$ cat config.mk
export PLATFORM = sky130hd
export DESIGN_NAME = sparse_pe_stream
export DESIGN_NICKNAME = d
export VERILOG_FILES = /design/src/rtl/sparse_pe_pkg.sv /design/src/rtl/sparse_pe_lane.sv /design/src/rtl/sparse_pe_stream.sv
export SDC_FILE = /design/constraint.sdc
export NUM_CORES = 2
export LEC_CHECK = 0
export ABC_CLOCK_PERIOD_IN_PS = 16000
export CORE_MARGIN = 2
export CORE_UTILIZATION = 55
export CTS_CLUSTER_DIAMETER = 50
export DETAILED_ROUTE_END_ITERATION = 8
export PLACE_DENSITY = 0.85
export SLEW_MARGIN = 20
export SYNTH_ARGS = -nofsm -noshare
export SYNTH_HDL_FRONTEND = slang
export SYNTH_HIERARCHICAL = 1
export SYNTH_SLANG_ARGS = --single-unit
$ cat constraint.sdc
create_clock -name clk -period 16 [get_ports clk]
set_clock_uncertainty 0.1 [all_clocks]
set_input_delay 4 -clock clk [delete_from_list [all_inputs] [get_ports clk]]
set_output_delay 4 -clock clk [all_outputs]
set_load 0.02 [all_outputs]
$ cat src/rtl/sparse_pe_pkg.sv
// rtl/sparse_pe_pkg.sv - shared constants, state encoding and coordinate check for the sparse PE
//   Default widths and geometry used as parameter defaults by sparse_pe_stream and sparse_pe_lane.
//   coord_ok(f, w, out_max): f >= w and f - w <= out_max.

package sparse_pe_pkg;

   localparam int COL_W_DEF   = 8;
   localparam int WORD_W_DEF  = 8;
   localparam int KERNEL_DEF  = 5;
   localparam int IMAGE_DEF   = 28;
   localparam int PROD_W_DEF  = 2 * WORD_W_DEF;
   localparam int OUT_MAX_DEF = IMAGE_DEF - KERNEL_DEF;

   typedef enum logic [1:0] {
      LOAD  = 2'd0,
      READY = 2'd1,
      RUN   = 2'd2
   } state_t;

   // Coordinates are unsigned and narrower than 32 bits, so the 32-bit
   // difference never wraps once f >= w has been established.
   function automatic logic coord_ok(input logic [31:0] f, input logic [31:0] w,
                                     input int out_max);
      logic [31:0] d;
      d = f - w;
      return (f >= w) && (d <= 32'(out_max));
   endfunction

endpackage

$ cat src/rtl/sparse_pe_lane.sv
// rtl/sparse_pe_lane.sv - one product lane: signed multiply plus output-coordinate translation and range mask
//   f_value/f_col/f_row/f_mask : one feature nonzero
//   w_value/w_col/w_row        : current weight
//   prod/col/row/mask          : masked product and output coordinate (zeroed when masked)

module sparse_pe_lane
   import sparse_pe_pkg::*;
#(
   parameter int COL_W   = COL_W_DEF,
   parameter int WORD_W  = WORD_W_DEF,
   parameter int OUT_MAX = OUT_MAX_DEF
) (
   input  logic signed [WORD_W-1:0]   f_value,
   input  logic        [COL_W-1:0]    f_col,
   input  logic        [COL_W-1:0]    f_row,
   input  logic                       f_mask,
   input  logic signed [WORD_W-1:0]   w_value,
   input  logic        [COL_W-1:0]    w_col,
   input  logic        [COL_W-1:0]    w_row,
   output logic signed [2*WORD_W-1:0] prod,
   output logic        [COL_W-1:0]    col,
   output logic        [COL_W-1:0]    row,
   output logic                       mask
);

   logic signed [2*WORD_W-1:0] full_prod;

   // Sign-extend both operands to the product width so the multiply is exact.
   assign full_prod = (2*WORD_W)'(f_value) * (2*WORD_W)'(w_value);

   assign mask = f_mask
              && coord_ok(32'(f_row), 32'(w_row), OUT_MAX)
              && coord_ok(32'(f_col), 32'(w_col), OUT_MAX);

   assign prod = mask ? full_prod : '0;
   assign row  = mask ? (f_row - w_row) : '0;
   assign col  = mask ? (f_col - w_col) : '0;

endmodule

$ cat src/rtl/sparse_pe_stream.sv
// rtl/sparse_pe_stream.sv - multi-lane sparse convolution PE: weight buffer, beat register, product stream
//   w_*        : weight load stream (accepted only in LOAD)
//   f_*        : feature beat stream, LANES nonzeros per beat, plus in_channel tag
//   out_*      : product stream, one beat per stored weight per feature beat
//   data_out*  : LANES signed products and output coordinates

module sparse_pe_stream
   import sparse_pe_pkg::*;
#(
   parameter int COL_W   = COL_W_DEF,
   parameter int WORD_W  = WORD_W_DEF,
   parameter int CH_W    = 16,
   parameter int LANES   = 4,
   parameter int W_DEPTH = 32,
   parameter int KERNEL  = KERNEL_DEF,
   parameter int IMAGE   = IMAGE_DEF
) (
   input  logic                        clk,
   input  logic                        rst,
   input  logic                        w_valid,
   output logic                        w_ready,
   input  logic [WORD_W-1:0]           w_value,
   input  logic [COL_W-1:0]            w_col,
   input  logic [COL_W-1:0]            w_row,
   input  logic                        w_last,
   input  logic                        f_valid,
   output logic                        f_ready,
   input  logic [LANES*WORD_W-1:0]     f_value,
   input  logic [LANES*COL_W-1:0]      f_col,
   input  logic [LANES*COL_W-1:0]      f_row,
   input  logic [LANES-1:0]            f_mask,
   input  logic                        f_last,
   input  logic [CH_W-1:0]             in_channel,
   output logic                        out_valid,
   input  logic                        out_ready,
   output logic [LANES*2*WORD_W-1:0]   data_out,
   output logic [LANES*COL_W-1:0]      data_out_cols,
   output logic [LANES*COL_W-1:0]      data_out_rows,
   output logic [LANES-1:0]            out_mask,
   output logic [CH_W-1:0]             out_channel,
   output logic                        out_last
);

   localparam int PROD_W  = 2 * WORD_W;
   localparam int OUT_MAX = IMAGE - KERNEL;
   localparam int CNT_W   = $clog2(W_DEPTH + 1);
   localparam int IDX_W   = $clog2(W_DEPTH);

   state_t             state;
   logic [CNT_W-1:0]   w_cnt;
   logic [IDX_W-1:0]   wi;

   logic [WORD_W-1:0]  w_val_mem [W_DEPTH];
   logic [COL_W-1:0]   w_col_mem [W_DEPTH];
   logic [COL_W-1:0]   w_row_mem [W_DEPTH];

   logic [LANES*WORD_W-1:0] b_value;
   logic [LANES*COL_W-1:0]  b_col;
   logic [LANES*COL_W-1:0]  b_row;
   logic [LANES-1:0]        b_mask;
   logic                    b_last;
   logic [CH_W-1:0]         b_channel;

   logic [LANES*PROD_W-1:0] l_prod;
   logic [LANES*COL_W-1:0]  l_col;
   logic [LANES*COL_W-1:0]  l_row;
   logic [LANES-1:0]        l_mask;

   logic advance, last_w, issue, w_hs, f_hs;

   assign advance = !out_valid || out_ready;
   assign last_w  = (CNT_W'(wi) == (w_cnt - CNT_W'(1)));
   assign issue   = (state == RUN) && advance;
   assign w_ready = (state == LOAD);
   // Re-arming f_ready on the final issue of a beat lets the next beat follow with no bubble.
   assign f_ready = (state == READY) || (issue && last_w && !b_last);
   assign w_hs    = w_valid && w_ready;
   assign f_hs    = f_valid && f_ready;

   for (genvar i = 0; i < LANES; i++) begin : g_lane
      sparse_pe_lane #(
         .COL_W   (COL_W),
         .WORD_W  (WORD_W),
         .OUT_MAX (OUT_MAX)
      ) u_lane (
         .f_value (b_value[i*WORD_W +: WORD_W]),
         .f_col   (b_col[i*COL_W +: COL_W]),
         .f_row   (b_row[i*COL_W +: COL_W]),
         .f_mask  (b_mask[i]),
         .w_value (w_val_mem[wi]),
         .w_col   (w_col_mem[wi]),
         .w_row   (w_row_mem[wi]),
         .prod    (l_prod[i*PROD_W +: PROD_W]),
         .col     (l_col[i*COL_W +: COL_W]),
         .row     (l_row[i*COL_W +: COL_W]),
         .mask    (l_mask[i])
      );
   end

   // Buffer contents need no reset: w_cnt bounds what is ever read.
   always_ff @(posedge clk) begin
      if (w_hs) begin
         w_val_mem[w_cnt[IDX_W-1:0]] <= w_value;
         w_col_mem[w_cnt[IDX_W-1:0]] <= w_col;
         w_row_mem[w_cnt[IDX_W-1:0]] <= w_row;
      end
   end

   always_ff @(posedge clk or negedge rst) begin
      if (!rst) begin
         b_value   <= '0;
         b_col     <= '0;
         b_row     <= '0;
         b_mask    <= '0;
         b_last    <= 1'b0;
         b_channel <= '0;
      end else if (f_hs) begin
         b_value   <= f_value;
         b_col     <= f_col;
         b_row     <= f_row;
         b_mask    <= f_mask;
         b_last    <= f_last;
         b_channel <= in_channel;
      end
   end

   always_ff @(posedge clk or negedge rst) begin
      if (!rst) begin
         state         <= LOAD;
         w_cnt         <= '0;
         wi            <= '0;
         out_valid     <= 1'b0;
         out_last      <= 1'b0;
         out_mask      <= '0;
         data_out      <= '0;
         data_out_cols <= '0;
         data_out_rows <= '0;
         out_channel   <= '0;
      end else begin
         if (issue) begin
            out_valid     <= 1'b1;
            out_last      <= b_last && last_w;
            out_mask      <= l_mask;
            data_out      <= l_prod;
            data_out_cols <= l_col;
            data_out_rows <= l_row;
            out_channel   <= b_channel;
         end else if (out_ready) begin
            out_valid <= 1'b0;
            out_last  <= 1'b0;
         end

         case (state)
            LOAD: begin
               wi <= '0;
               if (w_hs) begin
                  w_cnt <= w_cnt + CNT_W'(1);
                  if (w_last || (w_cnt == CNT_W'(W_DEPTH - 1)))
                     state <= READY;
               end
            end
            READY: begin
               if (f_hs) begin
                  wi    <= '0;
                  state <= RUN;
               end
            end
            RUN: begin
               if (advance) begin
                  if (last_w) begin
                     wi <= '0;
                     if (b_last) begin
                        state <= LOAD;
                        w_cnt <= '0;
                     end else if (!f_hs) begin
                        state <= READY;
                     end
                  end else begin
                     wi <= wi + IDX_W'(1);
                  end
               end
            end
            default: state <= LOAD;
         endcase
      end
   end

endmodule
[Word-level counts from Yosys, hierarchy flattened]
Memory sizes are Yosys's and may differ from the RTL's.
Index checks and enable logic that the tools add are counted.
Word-level totals
  bits in registers: 280
  latch bits: 0
  memory bits (writable): 768
  bits in read-only memories: 0
  memories kept: 3
Memory list
  w_col_mem: depth 32, bits a word 8, read ports 1, clocked after memory_dff 0, write ports 1, line sparse_pe_stream.sv:54  | logic [COL_W-1:0] w_col_mem [W_DEPTH];
  w_row_mem: depth 32, bits a word 8, read ports 1, clocked after memory_dff 0, write ports 1, line sparse_pe_stream.sv:55  | logic [COL_W-1:0] w_row_mem [W_DEPTH];
  w_val_mem: depth 32, bits a word 8, read ports 1, clocked after memory_dff 0, write ports 1, line sparse_pe_stream.sv:53  | logic [WORD_W-1:0] w_val_mem [W_DEPTH];
Operators by class
  add/sub/neg operators: 19
  multiply operators: 4
  divide/modulo/power cells: 0
  order comparisons: 16
  eq/ne operators: 11
  shifts and indexed selects: 0
  muxes and demuxes: 34
  bitwise operators: 0
  reductions and logical operators: 34
Operator list (number)
  32-bit by 5-bit <= comparator with 1-bit output, second input constant: 8
  8-bit by 8-bit subtractor with 9-bit output: 8
  8-bit greater-or-equal comparator: 8
  8-bit by 8-bit multiplier with 16-bit output: 4
  16-bit 2-to-1 mux: 4
  8-bit 2-to-1 mux: 8
  8-bit subtractor: 8
  6-bit 2-to-1 mux: 4
  1-bit logical AND: 22
  5-bit 2-to-1 mux: 3
  5-bit case mux with 3 select lines: 1
  2-bit 2-to-1 mux: 7
  6-bit case mux with 2 select lines: 1
  2-bit inequality test, second input constant: 4
  6-bit by 1-bit adder with 6-bit output, second input constant: 1
  5-bit by 6-bit equality test with 1-bit output: 1
  6-bit by 5-bit equality test with 1-bit output, second input constant: 1
  2-bit case mux with 3 select lines: 1
  6-bit AND reduction: 1
  6-bit by 1-bit subtractor with 6-bit output, second input constant: 1
  5-bit by 1-bit adder with 5-bit output, second input constant: 1
  1-bit 2-to-1 mux: 5
  5-bit AND reduction: 1
  2-bit by 1-bit inequality test with 1-bit output, second input constant: 2
  9 further kinds: 13

[Logic depth before layout (Yosys ltp)]
  depth after elaboration: 12
  mapped depth: 25
  mapped depth without buffers: 22

[Cells and area by module]
Netlist, hierarchy kept.
By module, submodules not included
  sparse_pe_stream: instances 1, cells an instance 2130, area each 40179.8 sq um, sequential area each 30068.8 sq um
  sparse_pe_lane (g_lane[2].u_lane): instances 1, cells an instance 431, area each 3714.8 sq um, sequential area each 0.0 sq um
  sparse_pe_lane (g_lane[1].u_lane): instances 1, cells an instance 444, area each 3703.6 sq um, sequential area each 0.0 sq um
  sparse_pe_lane (g_lane[3].u_lane): instances 1, cells an instance 444, area each 3688.5 sq um, sequential area each 0.0 sq um
  sparse_pe_lane (g_lane[0].u_lane): instances 1, cells an instance 446, area each 3653.5 sq um, sequential area each 0.0 sq um

[Least setup slack after synthesis]
Ideal clock, no wire load.
  kind: input -> output
  start: input port out_ready
  end: output port f_ready
  arrival: 4895 ps
  path slack: 7005 ps
  stages: 3
  cells stage by stage: nand2b_1 > nand2_1 > o32ai_1
On the way
  longest elaborated chain between the ends: 5
RTL lines
  from (decl): line sparse_pe_stream.sv:35  | input logic out_ready,
  1-bit logical OR: line sparse_pe_stream.sv:71  | assign advance = !out_valid || out_ready;
  1-bit logical AND: line sparse_pe_stream.sv:73  | assign issue = (state == RUN) && advance;
  1-bit logical AND (2 in a row): line sparse_pe_stream.sv:76  | assign f_ready = (state == READY) || (issue && last_w && !b_last);
  1-bit logical OR: line sparse_pe_stream.sv:76
  to (decl): line sparse_pe_stream.sv:27  | output logic f_ready,
Every way passes these cells.

[Final worst setup path]
Ends and elaborated chain as after synthesis.

==> flow_summary.json <==
{
  "status": "finished clean",
  "cts.sinks": 1048,
  "vias": 34010,
  "ys.flop_type": "edfxtp_1",
  "syn2layout_area_growth_pct": 14.36,
  "async_flop_share_pct": 26.72,
  "slew-limit-headroom_pct": 19.33,
  "fillers": 6726,
  "die_area_um2": 102400,
  "cts_buffer_depth": 3,
  "htreeDepth": 3,
  "rsz0062_at_grt": "false",
  "cp_max_fo": 73,
  "synth_edf_count": 768,
  "crit_family": "buffers and inverters",
  "core_um2": 98710,
  "routabilityCongestion": 0.8701,
  "syn_avg_cell_area_um2": 14.11,
  "grt_first_pass_wirelength_um": 221100,
  "antenna_found_initial": 7,
  "synthesis.area_um2": 54940,
  "r2r-end": "data_out[62]$_DFFE_PN0P_",
  "critical_path.most_common_cell": "clkdlybuf4s50_1",
  "die_w_um": 320.1,
  "cts_tree": "done",
  "ys_types": 92,
  "crit-reg2reg-launch": "wi[0]$_DFFE_PN0P_",
  "boundaryPins": 299,
  "hold_viol_final": 0,
  "setup_tns_ns": 0,
  "drc": 0,
  "worst_hold_path_type": "reg -> reg",
  "synth_common_cells": "edfxtp_1, nand2_1, inv_1, dfrtp_1, mux4_2",
  "setup_viol": 0,
  "critical_path.max_stage_delay_ns": 0.71,
  "grt_overflow": 0,
  "worst-setup-path-type": "in -> out",
  "wirelength_um": 147400,
  "post_cts_buffers": 0,
  "start_util_pct": 55.66,
  "ant_nets": 0,
  "crit_buf_inv": 2,
  "rrSetupSlack_ns": 7.79,
  "cp-endpoint": "f_ready",
  "drt-wirelength-per-cell_um": 26.28,
  "numPortBuffers": 298,
  "grt_start_max_net_pins": 120,
  "r2r_cells": 22,
  "synth.most_common_cell": "edfxtp_1",
  "crit_path_end_kind": "primary output",
  "synth_top_area_share_pct": 41.98,
  "synth-seq-cells": 1048,
  "crit_chain": "clkdlybuf4s50_1 > nand2b_1 > nand2_4 > o32ai_1 > clkdlybuf4s50_1",
  "slowest_stage": "clkdlybuf4s50_1",
  "clk_pin_slew_ns": 0.06,
  "wl_met1_um": 52070,
  "grt_pass1_vias": 35350,
  "track_usage_pct": 29.08,
  "synth_warnings": 6,
  "fmax_ghz": 0.09531,
  "synth_area_leaders": "edfxtp_1, dfrtp_1, mux4_2",
  "topRoutingLayerUsed": "met5",
  "required_ns": 11.90,
  "met3_length_um": 13090,
  "postPlaceCellArea_um2": 59280,
  "path_depth": 5,
  "nNetsFinal": 4784,
  "post_cts_resize_count": 0,
  "layout-drive-gt1-share_pct": 17.78,
  "yosys.area.top_type": "edfxtp_1",
  "core.rowCount": 115,
  "synth_seq_area_share_pct": 54.73,
  "fin_area_um2": 62830,
  "drt-pass1-iter-count": 6,
  "cap_violations": 0,
  "root_buffer": "clkbuf_16",
  "worstMarginPinSlew_ns": 1.209,
  "crit_arrival_ns": 6.39,
  "fin_crit_ns": 10.49,
  "die_y_um": 320.1,
  "maxSlewViolCount": 0,
  "wl_met2_um": 73290,
  "syn_inst": 3895,
  "cp-start-kind": "input pin",
  "clkLatencyLatePin_ns": 0.71,
  "drt_iter0_markers": 3778,
  "dp_hpwl_um": 90620,
  "postCtsHoldBufs": 0,
  "numCtsBuffers": 107,
  "vias_per_cell": 6.064,
  "critPathLaunch": "out_ready",
  "min_period_over_period_pct": 65.57
}
==> layer usage <==
| layer | up-vias | global-route usage, % |
|---|---|---|
| met5 | - | 0 |
| met4 | 4 | 15.50 |
| met3 | 497 | 6.092 |
| met2 | 1920 | 48.83 |
| met1 | 17270 | 35.49 |
| li1 | 14320 | - |
==> metrics by stage <==
| step | hold slack (ns) | cells | setup slack (ns) | utilization [%] |
|---|---|---|---|---|
| after floorplan | 0.3331 | 3915 | 7.005 | - |
| after global placement | 0.3392 | 5401 | 5.530 | 60.05 |
| after detailed placement | 0.3484 | 5401 | 5.530 | 60.05 |
| after CTS | 0.3651 | 5601 | 5.522 | 63.64 |
| after global routing | 0.3862 | 5605 | 5.381 | 63.64 |
| final | 0.3637 | 5608 | 5.508 | 63.65 |
==> layout by cell type, fill, tap and decap left out, drive strengths merged, types with 11 or more instances in the layout <==
cell and n:
clkdlybuf4s50 290, nor2b 38, dfrtp 280, mux4 240, a21o 25, nand2b 18
nor3b 15, conb 24, nor3 103, o21a 12, o21ai 54, buf 64
nor2 104, edfxtp 768, xnor2 70, inv 476, clkbuf 136, and3 11
nand3 12, ha 185, mux2 148, o21bai 13, nand2 541, a21oi 67
xor2 19, or3 11, and2 179, clkinv 45, fa 228
==> area by class of cell <==
type                       count  area [um^2]  area share, %
inverter                     465         1745          2.778
tap                         1287         1610          2.563
multi-input combinational   2248        22430          35.70
sequential                  1048        30080          47.88
timing repair buffer         354         3406          5.421
clock buffer                 136         2907          4.626
clock inverter                64        633.1          1.008
antenna                        6        15.01        0.02390
==> worst reg2reg max path, cell delays in order, from the launching register on <==
cell	delay, ns
dfrtp_4	0.98
buf_4	0.72
mux4_2	0.62
mux4_2	0.48
mux2_2	0.56
and2_1	0.41
fa_1	0.61
inv_1	0.17
fa_1	0.56
inv_1	0.05
fa_1	0.55
inv_1	0.06
fa_1	0.53
inv_1	0.04
ha_1	0.36
a21o_1	0.20
nor3_1	0.12
o21ai_0	0.21
and3_1	0.21
a311oi_1	0.29
nor3_2	0.07
nand2_1	0.10
nand2_1	0.06
==> logic make-up (layout without fill, tap and decap cells) <==
group                    Yosys count  after routing  share of synthesized area, %
XOR/XNOR                          89             89                         1.419
adder cells (fa/ha/maj)          413            413                         12.52
buffers and inverters            619           1019                         4.764
AND/OR/NAND/NOR                 1076           1076                         10.00
AO/OA/AOI/OAI                    254            254                         3.318
flip-flops                      1048           1048                         54.73
other                              4             30                       0.02732
multiplexers                     392            392                         13.22
==> sequential cells by signal (all words and copies together), names as in the netlist, 5 cells and up <==
name / count
b_col: 32
wi: 5
w_row_mem: 256
b_value: 32
out_channel: 16
data_out_rows: 32
w_cnt: 6
b_row: 32
data_out_cols: 32
b_channel: 16
data_out: 64
w_val_mem: 256
w_col_mem: 256
==> worst min path at each step <==
stage	from	to	slack (ns)	cells after the start
floorplan	b_channel[0]$_DFFE_PN0P_	out_channel[0]$_DFFE_PN0P_	0.33	2
global placement	b_channel[9]$_DFFE_PN0P_	out_channel[9]$_DFFE_PN0P_	0.34	2
detailed placement	b_channel[6]$_DFFE_PN0P_	out_channel[6]$_DFFE_PN0P_	0.35	2
CTS	b_channel[9]$_DFFE_PN0P_	out_channel[9]$_DFFE_PN0P_	0.37	2
global route	b_channel[9]$_DFFE_PN0P_	out_channel[9]$_DFFE_PN0P_	0.39	2
finish	b_channel[13]$_DFFE_PN0P_	out_channel[13]$_DFFE_PN0P_	0.36	2
Power is not shown: default switching activity piles up to over one toggle a cycle in this logic, so the estimate is an artifact.
